--- config.mk ---
export PLATFORM = sky130hd
export DESIGN_NAME = control_sequencer
export DESIGN_NICKNAME = d
export VERILOG_FILES = /design/src/rtl/cpu_pkg.sv /design/src/rtl/instr_decoder.sv /design/src/rtl/control_sequencer.sv
export SDC_FILE = /design/constraint.sdc
export NUM_CORES = 1
export LEC_CHECK = 0
export CORE_UTILIZATION = 29
export DETAILED_ROUTE_END_ITERATION = 8
export PLACE_DENSITY = 0.74
export SYNTH_ARGS = -nofsm -noshare
export SYNTH_HDL_FRONTEND = slang
export SYNTH_SLANG_ARGS = --single-unit
--- constraint.sdc ---
create_clock -name CLK -period 1.9 [get_ports CLK]
set_input_delay 0.285 -clock CLK [delete_from_list [all_inputs] [get_ports CLK]]
set_output_delay 0.285 -clock CLK [all_outputs]
set_load 0.02 [all_outputs]
--- src/rtl/cpu_pkg.sv ---
// cpu_pkg: opcodes, ALU encodings, sequencer states and the decoded control bundle
package cpu_pkg;
  localparam int OPW = 8;
  localparam int ALUOPW = 3;
  localparam logic [OPW-1:0] OP_LOADI = 8'h00;
  localparam logic [OPW-1:0] OP_MOV   = 8'h01;
  localparam logic [OPW-1:0] OP_ADD   = 8'h02;
  localparam logic [OPW-1:0] OP_SUB   = 8'h03;
  localparam logic [OPW-1:0] OP_AND   = 8'h04;
  localparam logic [OPW-1:0] OP_OR    = 8'h05;
  localparam logic [OPW-1:0] OP_J     = 8'h06;
  localparam logic [OPW-1:0] OP_BEQ   = 8'h07;
  localparam logic [OPW-1:0] OP_LWD   = 8'h08;
  localparam logic [OPW-1:0] OP_LWI   = 8'h09;
  localparam logic [OPW-1:0] OP_SWD   = 8'h0A;
  localparam logic [OPW-1:0] OP_SWI   = 8'h0B;
  localparam logic [ALUOPW-1:0] ALU_FWD = 3'b000;
  localparam logic [ALUOPW-1:0] ALU_ADD = 3'b001;
  localparam logic [ALUOPW-1:0] ALU_AND = 3'b010;
  localparam logic [ALUOPW-1:0] ALU_OR  = 3'b011;
  typedef enum logic [1:0] {S_EXEC, S_MEM, S_WB} state_t;
  typedef struct packed {
    logic              mux_im;
    logic              mux_2c;
    logic [ALUOPW-1:0] aluop;
    logic              we;
    logic              jump;
    logic              branch;
    logic              mem;
    logic              load;
    logic              illegal;
  } ctrl_t;
endpackage

--- src/rtl/instr_decoder.sv ---
// instr_decoder: combinational opcode -> control bundle
//   opcode : in  [OPW-1:0] instruction opcode field
//   ctrl   : out ctrl_t    decoded control bundle
module instr_decoder
  import cpu_pkg::*;
(
  input  logic [OPW-1:0] opcode,
  output ctrl_t          ctrl
);
  always_comb begin
    ctrl = '0;
    case (opcode)
      OP_LOADI: ctrl.we = 1'b1;
      OP_MOV:   begin ctrl.mux_im = 1'b1; ctrl.we = 1'b1; end
      OP_ADD:   begin ctrl.mux_im = 1'b1; ctrl.aluop = ALU_ADD; ctrl.we = 1'b1; end
      OP_SUB:   begin ctrl.mux_im = 1'b1; ctrl.mux_2c = 1'b1; ctrl.aluop = ALU_ADD; ctrl.we = 1'b1; end
      OP_AND:   begin ctrl.mux_im = 1'b1; ctrl.aluop = ALU_AND; ctrl.we = 1'b1; end
      OP_OR:    begin ctrl.mux_im = 1'b1; ctrl.aluop = ALU_OR; ctrl.we = 1'b1; end
      OP_J:     ctrl.jump = 1'b1;
      OP_BEQ:   begin ctrl.mux_im = 1'b1; ctrl.mux_2c = 1'b1; ctrl.aluop = ALU_ADD; ctrl.branch = 1'b1; end
      OP_LWD:   begin ctrl.mux_im = 1'b1; ctrl.mem = 1'b1; ctrl.load = 1'b1; end
      OP_LWI:   begin ctrl.mem = 1'b1; ctrl.load = 1'b1; end
      OP_SWD:   begin ctrl.mux_im = 1'b1; ctrl.mem = 1'b1; end
      OP_SWI:   ctrl.mem = 1'b1;
      default:  ctrl.illegal = 1'b1;
    endcase
  end
endmodule

--- src/rtl/control_sequencer.sv ---
// control_sequencer: multi-cycle CPU control unit sequencing decode, cache access and load writeback
//   CLK, RESET (async active-low), INSTRUCTION, I_BUSYWAIT (icache stall), BUSYWAIT (dcache stall)
//   MUX_IM, MUX_2C, ALUOP, WRITEENABLE, MUX_MEM, READ, WRITE, JUMP, BRANCH, PC_EN, ILLEGAL
module control_sequencer
  import cpu_pkg::*;
(
  input  logic              CLK,
  input  logic              RESET,
  input  logic [31:0]       INSTRUCTION,
  input  logic              I_BUSYWAIT,
  input  logic              BUSYWAIT,
  output logic              MUX_IM,
  output logic              MUX_2C,
  output logic [ALUOPW-1:0] ALUOP,
  output logic              WRITEENABLE,
  output logic              MUX_MEM,
  output logic              READ,
  output logic              WRITE,
  output logic              JUMP,
  output logic              BRANCH,
  output logic              PC_EN,
  output logic              ILLEGAL
);
  state_t         state_q, state_d;
  logic [OPW-1:0] op_q, op_d;
  ctrl_t          dec, held;
  logic           unused_bits;
  // The second decoder replays the latched memory opcode so the address mux stays stable in S_MEM.
  instr_decoder u_dec  (.opcode(INSTRUCTION[31:24]), .ctrl(dec));
  instr_decoder u_held (.opcode(op_q), .ctrl(held));
  assign unused_bits = ^{INSTRUCTION[23:0], held};
  always_ff @(posedge CLK or negedge RESET) begin
    if (!RESET) begin
      state_q <= S_EXEC;
      op_q    <= '0;
    end else begin
      state_q <= state_d;
      op_q    <= op_d;
    end
  end
  always_comb begin
    state_d = state_q;
    op_d    = op_q;
    {MUX_IM, MUX_2C, ALUOP, WRITEENABLE, MUX_MEM, READ, WRITE, JUMP, BRANCH, PC_EN, ILLEGAL} = '0;
    case (state_q)
      S_EXEC: if (!I_BUSYWAIT) begin
        MUX_IM      = dec.mux_im;
        MUX_2C      = dec.mux_2c;
        ALUOP       = dec.aluop;
        WRITEENABLE = dec.we;
        JUMP        = dec.jump;
        BRANCH      = dec.branch;
        ILLEGAL     = dec.illegal;
        PC_EN       = !dec.mem;
        if (dec.mem) begin
          op_d    = INSTRUCTION[31:24];
          state_d = S_MEM;
        end
      end
      S_MEM: begin
        MUX_IM = held.mux_im;
        ALUOP  = held.aluop;
        READ   = held.load;
        WRITE  = held.mem && !held.load;
        if (!BUSYWAIT) begin
          PC_EN   = !held.load;
          state_d = held.load ? S_WB : S_EXEC;
        end
      end
      S_WB: begin
        WRITEENABLE = 1'b1;
        MUX_MEM     = 1'b1;
        PC_EN       = 1'b1;
        state_d     = S_EXEC;
      end
      default: state_d = S_EXEC;
    endcase
    // Outputs are gated while reset is held so an aborted access never strobes anything.
    if (!RESET)
      {MUX_IM, MUX_2C, ALUOP, WRITEENABLE, MUX_MEM, READ, WRITE, JUMP, BRANCH, PC_EN, ILLEGAL} = '0;
  end
endmodule

# [Word level (Yosys, flattened, before mapping)]
# Cells that the tools add are included.
[op_classes] bitwise=1 n_eq_ne=26 n_mux=48 n_reduce_logical=17
[ops] op="$eq 8x4->1 const B" count=8
[ops] op="$eq 8x3->1 const B" count=7
[ops] op="$mux 1" count=35
[ops] op="$eq 8x2->1 const B" count=4
[ops] op="$eq 8x1->1 const B" count=2
[ops] op="$reduce_or 8->1" count=2
[ops] op="$pmux 2 s3" count=2
[ops] op="$reduce_or 12->1" count=1
[ops] op="$logic_not 8->1" count=1
[ops] op="$mux 2" count=4
[ops] op="$reduce_or 4->1" count=2
[ops] op="$mux 3" count=2
[ops] op="$ne 2x2->1 const B" count=3
[ops] op="$pmux 3 s2" count=1
[ops] op="$reduce_and 3->1" count=2
[ops] op="$reduce_or 3->1" count=2
[ops] op="$reduce_or 6->1" count=1
[ops] op="$pmux 1 s2" count=2
[ops] op="$pmux 2 s2" count=1
[ops] op="$reduce_or 2->1" count=2
[ops] op="$pmux 1 s3" count=1
[ops] op="$eq 2x1->1 const B" count=1
[ops] op="$eq 2x2->1 const B" count=1
[ops] op="$logic_not 1->1" count=2
[ops] op="3 further kinds" count=3
[totals] input_bits=36 out_inout_bits=13 elab_cells=94 regBits=10

# [Depth between registers and ports, before layout]
[logic_depth] depth_word=7 mapped_depth=5 mapped_depth_nobuf=4

# [Modules after synthesis]
# From an unflattened synthesis, not the netlist that was laid out.
[unflattened] hier_cells=99 hier_area_um2=930.9
[by_module_without_submodules] module="control_sequencer" cells_per_inst=51 seq_area_each_um2=250.2 area_each_um2=578.1 instances=1
[by_module_without_submodules] module="instr_decoder" cells_per_inst=24 seq_area_each_um2=0.0 area_each_um2=176.4 instances=2

# [Least setup slack after synthesis]
# OpenSTA, ideal clock, no wires.
[synth_timing] path_type="register to output" start="register state_q[1]" end="output port JUMP" path_buffers=0 stages_incl_launch_ff=4 path_slack_ps=-391 required_ps=1615 t_arrival_ps=2006 path_cell_list="dfrtp_1 > or4b_2 > nor3_1 > nor3b_1"
[synth_between] elab_chain_cells=3
[synth_rtl] element="start: declaration" line_no="control_sequencer.sv:24" source="state_t state_q, state_d;"
[synth_rtl] element="start signal: assignment" line_no="control_sequencer.sv:37" source="state_q <= state_d;"
[synth_rtl] element="$logic_not 2->1" line_no="control_sequencer.sv:45" source="case (state_q)"
[synth_rtl] element="$mux 1" line_no="control_sequencer.sv:45"
[synth_rtl] element="$mux 1" line_no="control_sequencer.sv:79" source="if (!RESET)"
[synth_rtl] element="end: declaration" line_no="control_sequencer.sv:19" source="output logic JUMP,"
# Every way passes these cells.

# [Worst setup path after layout]
[layout_timing] start="register state_q[1]" end="output port ALUOP[1]"
[layout_between] elab_chain_cells=3 word_cells_on_any_way=4 cone_classes="eq/ne (1); mux (2); reduce/logical (1)"
[layout_rtl] element="$eq 2x1->1 or $logic_not 2->1 (tied branches)" line_no="control_sequencer.sv:45"
[layout_rtl] element="$pmux 3 s2 *" line_no="control_sequencer.sv:45"
[layout_rtl] element="$mux 3 *" line_no="control_sequencer.sv:79"
[layout_rtl] element="end: declaration" line_no="control_sequencer.sv:14" source="output logic [ALUOPW-1:0] ALUOP,"
# Every way passes the cells marked *; elsewhere a longest branch is shown, timed or not.

==> impl_results.md <==
* Vias in the first global route at 642
* DR pass1 iterations at 4
* Core area at 2000 µm²
* Initial Utilization at 0.318
* Htree depth at 1
* Clock Latency Late Sink at 0.26 ns
* Violated checks: setup timing
* Cells after DPL at 132
* Post-route ant nets at 0
* Post-synth top area cell: dfrtp_1
* Clk buf depth at 2
* Final hold violation count at 0
* Mean post-synth cell area at 9.21 µm²
* Layout cells sized above 1 at 0.581
* Crit share post-route at 1.13
* Initial antenna violation count at 0
* Initial DRC Count at 8
* I/O pin cnt at 49
* Max-cap check violation count at 0
* Ant diodes at 0
* Syn-to-layout area delta at 92.3%
* Chip height at 48.8 µm
* Non-Filler Instances at 144
* FP Rows at 16
* Power Dens Cells at 468 nW/µm²
* CTS tree: yes
* Final setup violation count at 19
* Drt total wl at 2.09 mm
* CP endpoint kind: output port
* Seq cells post-synth at 10
* Startpoint type of the worst setup path: flop
* Crit Path Class: flop to output port
* Area after DPL at 1020 µm²
* Setup crit end: ALUOP[1]
* Hold buffer count at cts at 0
* WP data arrival at 1.87 ns
* FF-to-FF End: op_q[0]
* VDD IR-drop max at 281 µV
* Buffers on Ports at 23
* PnR worst setup slack at -0.255 ns
* CP delay by family, top: simple AND/OR/NAND/NOR gates
* DR vias/cell at 4.89
* Slew Limit Fails at 0
* CTS root buf: clkbuf_4
* Instance count of the mapped netlist at 69
* Critical path, cell by cell: or4b_4 -> nor3_4 -> buf_6 -> nand3b_1 -> o41ai_2 -> buf_4
* GP Congestion at 0.854
* Fin util at 0.611
* Clock skew at 0.00336 ns
* Highest Clock Rate at 464 MHz
* Critical Path Max Stage Delay at 0.58 ns
* Die Wd at 48.8 µm
* Synth Cell Area at 636 µm²
* Total track usage at 0.167
* RSZ-0062 raised after global routing: true
* Pleak at 0.580 nW
* Fin area at 1220 µm²
* Worst-path fanout max at 5
* Pin count of the biggest net entering global routing at 15
* Worst EP required at 1.62 ns
* Post-DP HPWL at 1.29 mm
* CP Buf/Inv Count at 2
* WL/cell at 14.5 µm
* Crit path launch: state_q[1]
* Path depth of the worst reg2reg path at 4
* CTS Buf Count at 3
* Nets at 154
* Via count at 704
* Reg2reg setup slack at 0.19 ns
* CP max-delay cell: or4b_4
* Synth cell types at 33
* Yosys top cell area share at 0.394
* Worst Hold Class: input pin to async pin
* Tot Pwr at 0.572 mW
* Final hold slack at 0.168 ns
* CTS clk-pin slew, worst paths at 0.07 ns
* Fin crit period at 2.15 ns
* Die area at 2380 µm²
* Outcome: finished, violations left
* Sequential fraction of the synthesis area at 0.394
* Gr ovfl total at 0
* Syn. warnings at 0
* Global-route wire length before repair at 3.06 mm
* # clock sinks at 10
* DRC at 0
* FF-to-FF Start: state_q[1]
* Synth area leaders: dfrtp_1, and2_2, mux2_4, nor2_1, nand2_1
* Place WS at -0.953 ns
* Fin Setup TNS at -2.67 ns
* Syn_nets at 105
* Levels on crit path at 6
worst min path at each step:
stage          slack, ns  cells past startpoint         end
4_1_cts             0.11                      2     op_q[1]
6_report            0.17                      2  state_q[0]
5_1_grt             0.17                      2  state_q[0]
3_3_place_gp        0.48                      1     op_q[7]
2_1_floorplan      -0.01                      0     op_q[0]
3_5_place_dp        0.48                      1     op_q[7]
layout make-up:
type | instances | area [µm²]
flip-flops and latches | 10 | 250
clock buffers | 4 | 36.3
well taps | 27 | 33.8
multi-input cells | 54 | 487
fillers | 166 | 779
repair buffers | 47 | 408
inverters | 2 | 7.51
cell usage in the layout, fill, tap and decap left out, drive strengths merged, types with 2 or more instances in the layout:
cell,netlist,layout
nor3b,3,3
dlygate4sd2,0,3
nor3,2,2
clkdlybuf4s50,0,4
dfrtp,10,10
or2b,2,2
nand3b,2,2
buf,2,38
nor2,7,7
or4,2,2
a21oi,4,4
clkbuf,1,4
mux2,3,3
nor4b,2,2
inv,2,2
and2,5,5
nand2,6,6
o21ai,2,2
registers in the layout, summed over array words and instances (netlist names):
register  count
op_q          8
state_q       2
synth_stat cells:
| cell type | number |
|---|---|
| mux2_2 | 1 |
| buf_2 | 1 |
| inv_1 | 2 |
| nor3_1 | 2 |
| nand4_1 | 1 |
| mux2_4 | 2 |
| clkbuf_2 | 1 |
| o21ai_0 | 2 |
| and2_2 | 5 |
| conb_1 | 1 |
| nor4b_1 | 2 |
| or2b_1 | 2 |
| buf_4 | 1 |
| o32a_1 | 1 |
| or4b_2 | 1 |
| a21oi_1 | 4 |
| nor3b_1 | 3 |
| nand2_1 | 6 |
| nand4b_1 | 1 |
| and3b_1 | 1 |
| dfrtp_1 | 10 |
| or3b_1 | 1 |
| nor2b_1 | 1 |
| nand3b_1 | 2 |
| o41ai_1 | 1 |
| o31ai_1 | 1 |
| nand3_1 | 1 |
| and3_1 | 1 |
| or4_4 | 1 |
| nor4_1 | 1 |
| o211ai_1 | 1 |
| or4_1 | 1 |
| nor2_1 | 7 |
kinds of logic after synthesis:
group	share of synthesized area
and+or+nand+nor	0.396
DFF	0.394
other	0.00590
muxes	0.0650
AOI/OAI and AO/OA	0.100
buffers and inverters	0.0394
report_power, final:
group | leakage, nW | switching, mW | total, mW | internal, mW
Sequential | 0.137 | 0.0145 | 0.237 | 0.223
Clock | 0.0210 | 0.0774 | 0.194 | 0.116
Combinational | 0.422 | 0.0618 | 0.141 | 0.0790
Total | 0.580 | 0.154 | 0.572 | 0.418
layer usage:
metal,part of all wire,track usage,vias to the layer above
met3,0.019,0.0280,0
li1,-,-,344
met1,0.46,0.222,350
met4,0,0.0588,0
met5,0,0,-
met2,0.52,0.273,10
what timing repair did:
item / CTS / global route
setup endpoints to repair: 21 / 18
resized for setup: 82 / 28
pin swaps: 7 / 10
setup buffers: 4 / 5
gates cloned: 0 / 0
worst register-to-register path: stages, from the launching register on:
cell,delay (ns)
dfrtp_1,0.39
buf_4,0.13
buf_4,0.15
or4_4,0.60
mux2_4,0.32
No activity file was read; power rests on OpenSTA's default activity.
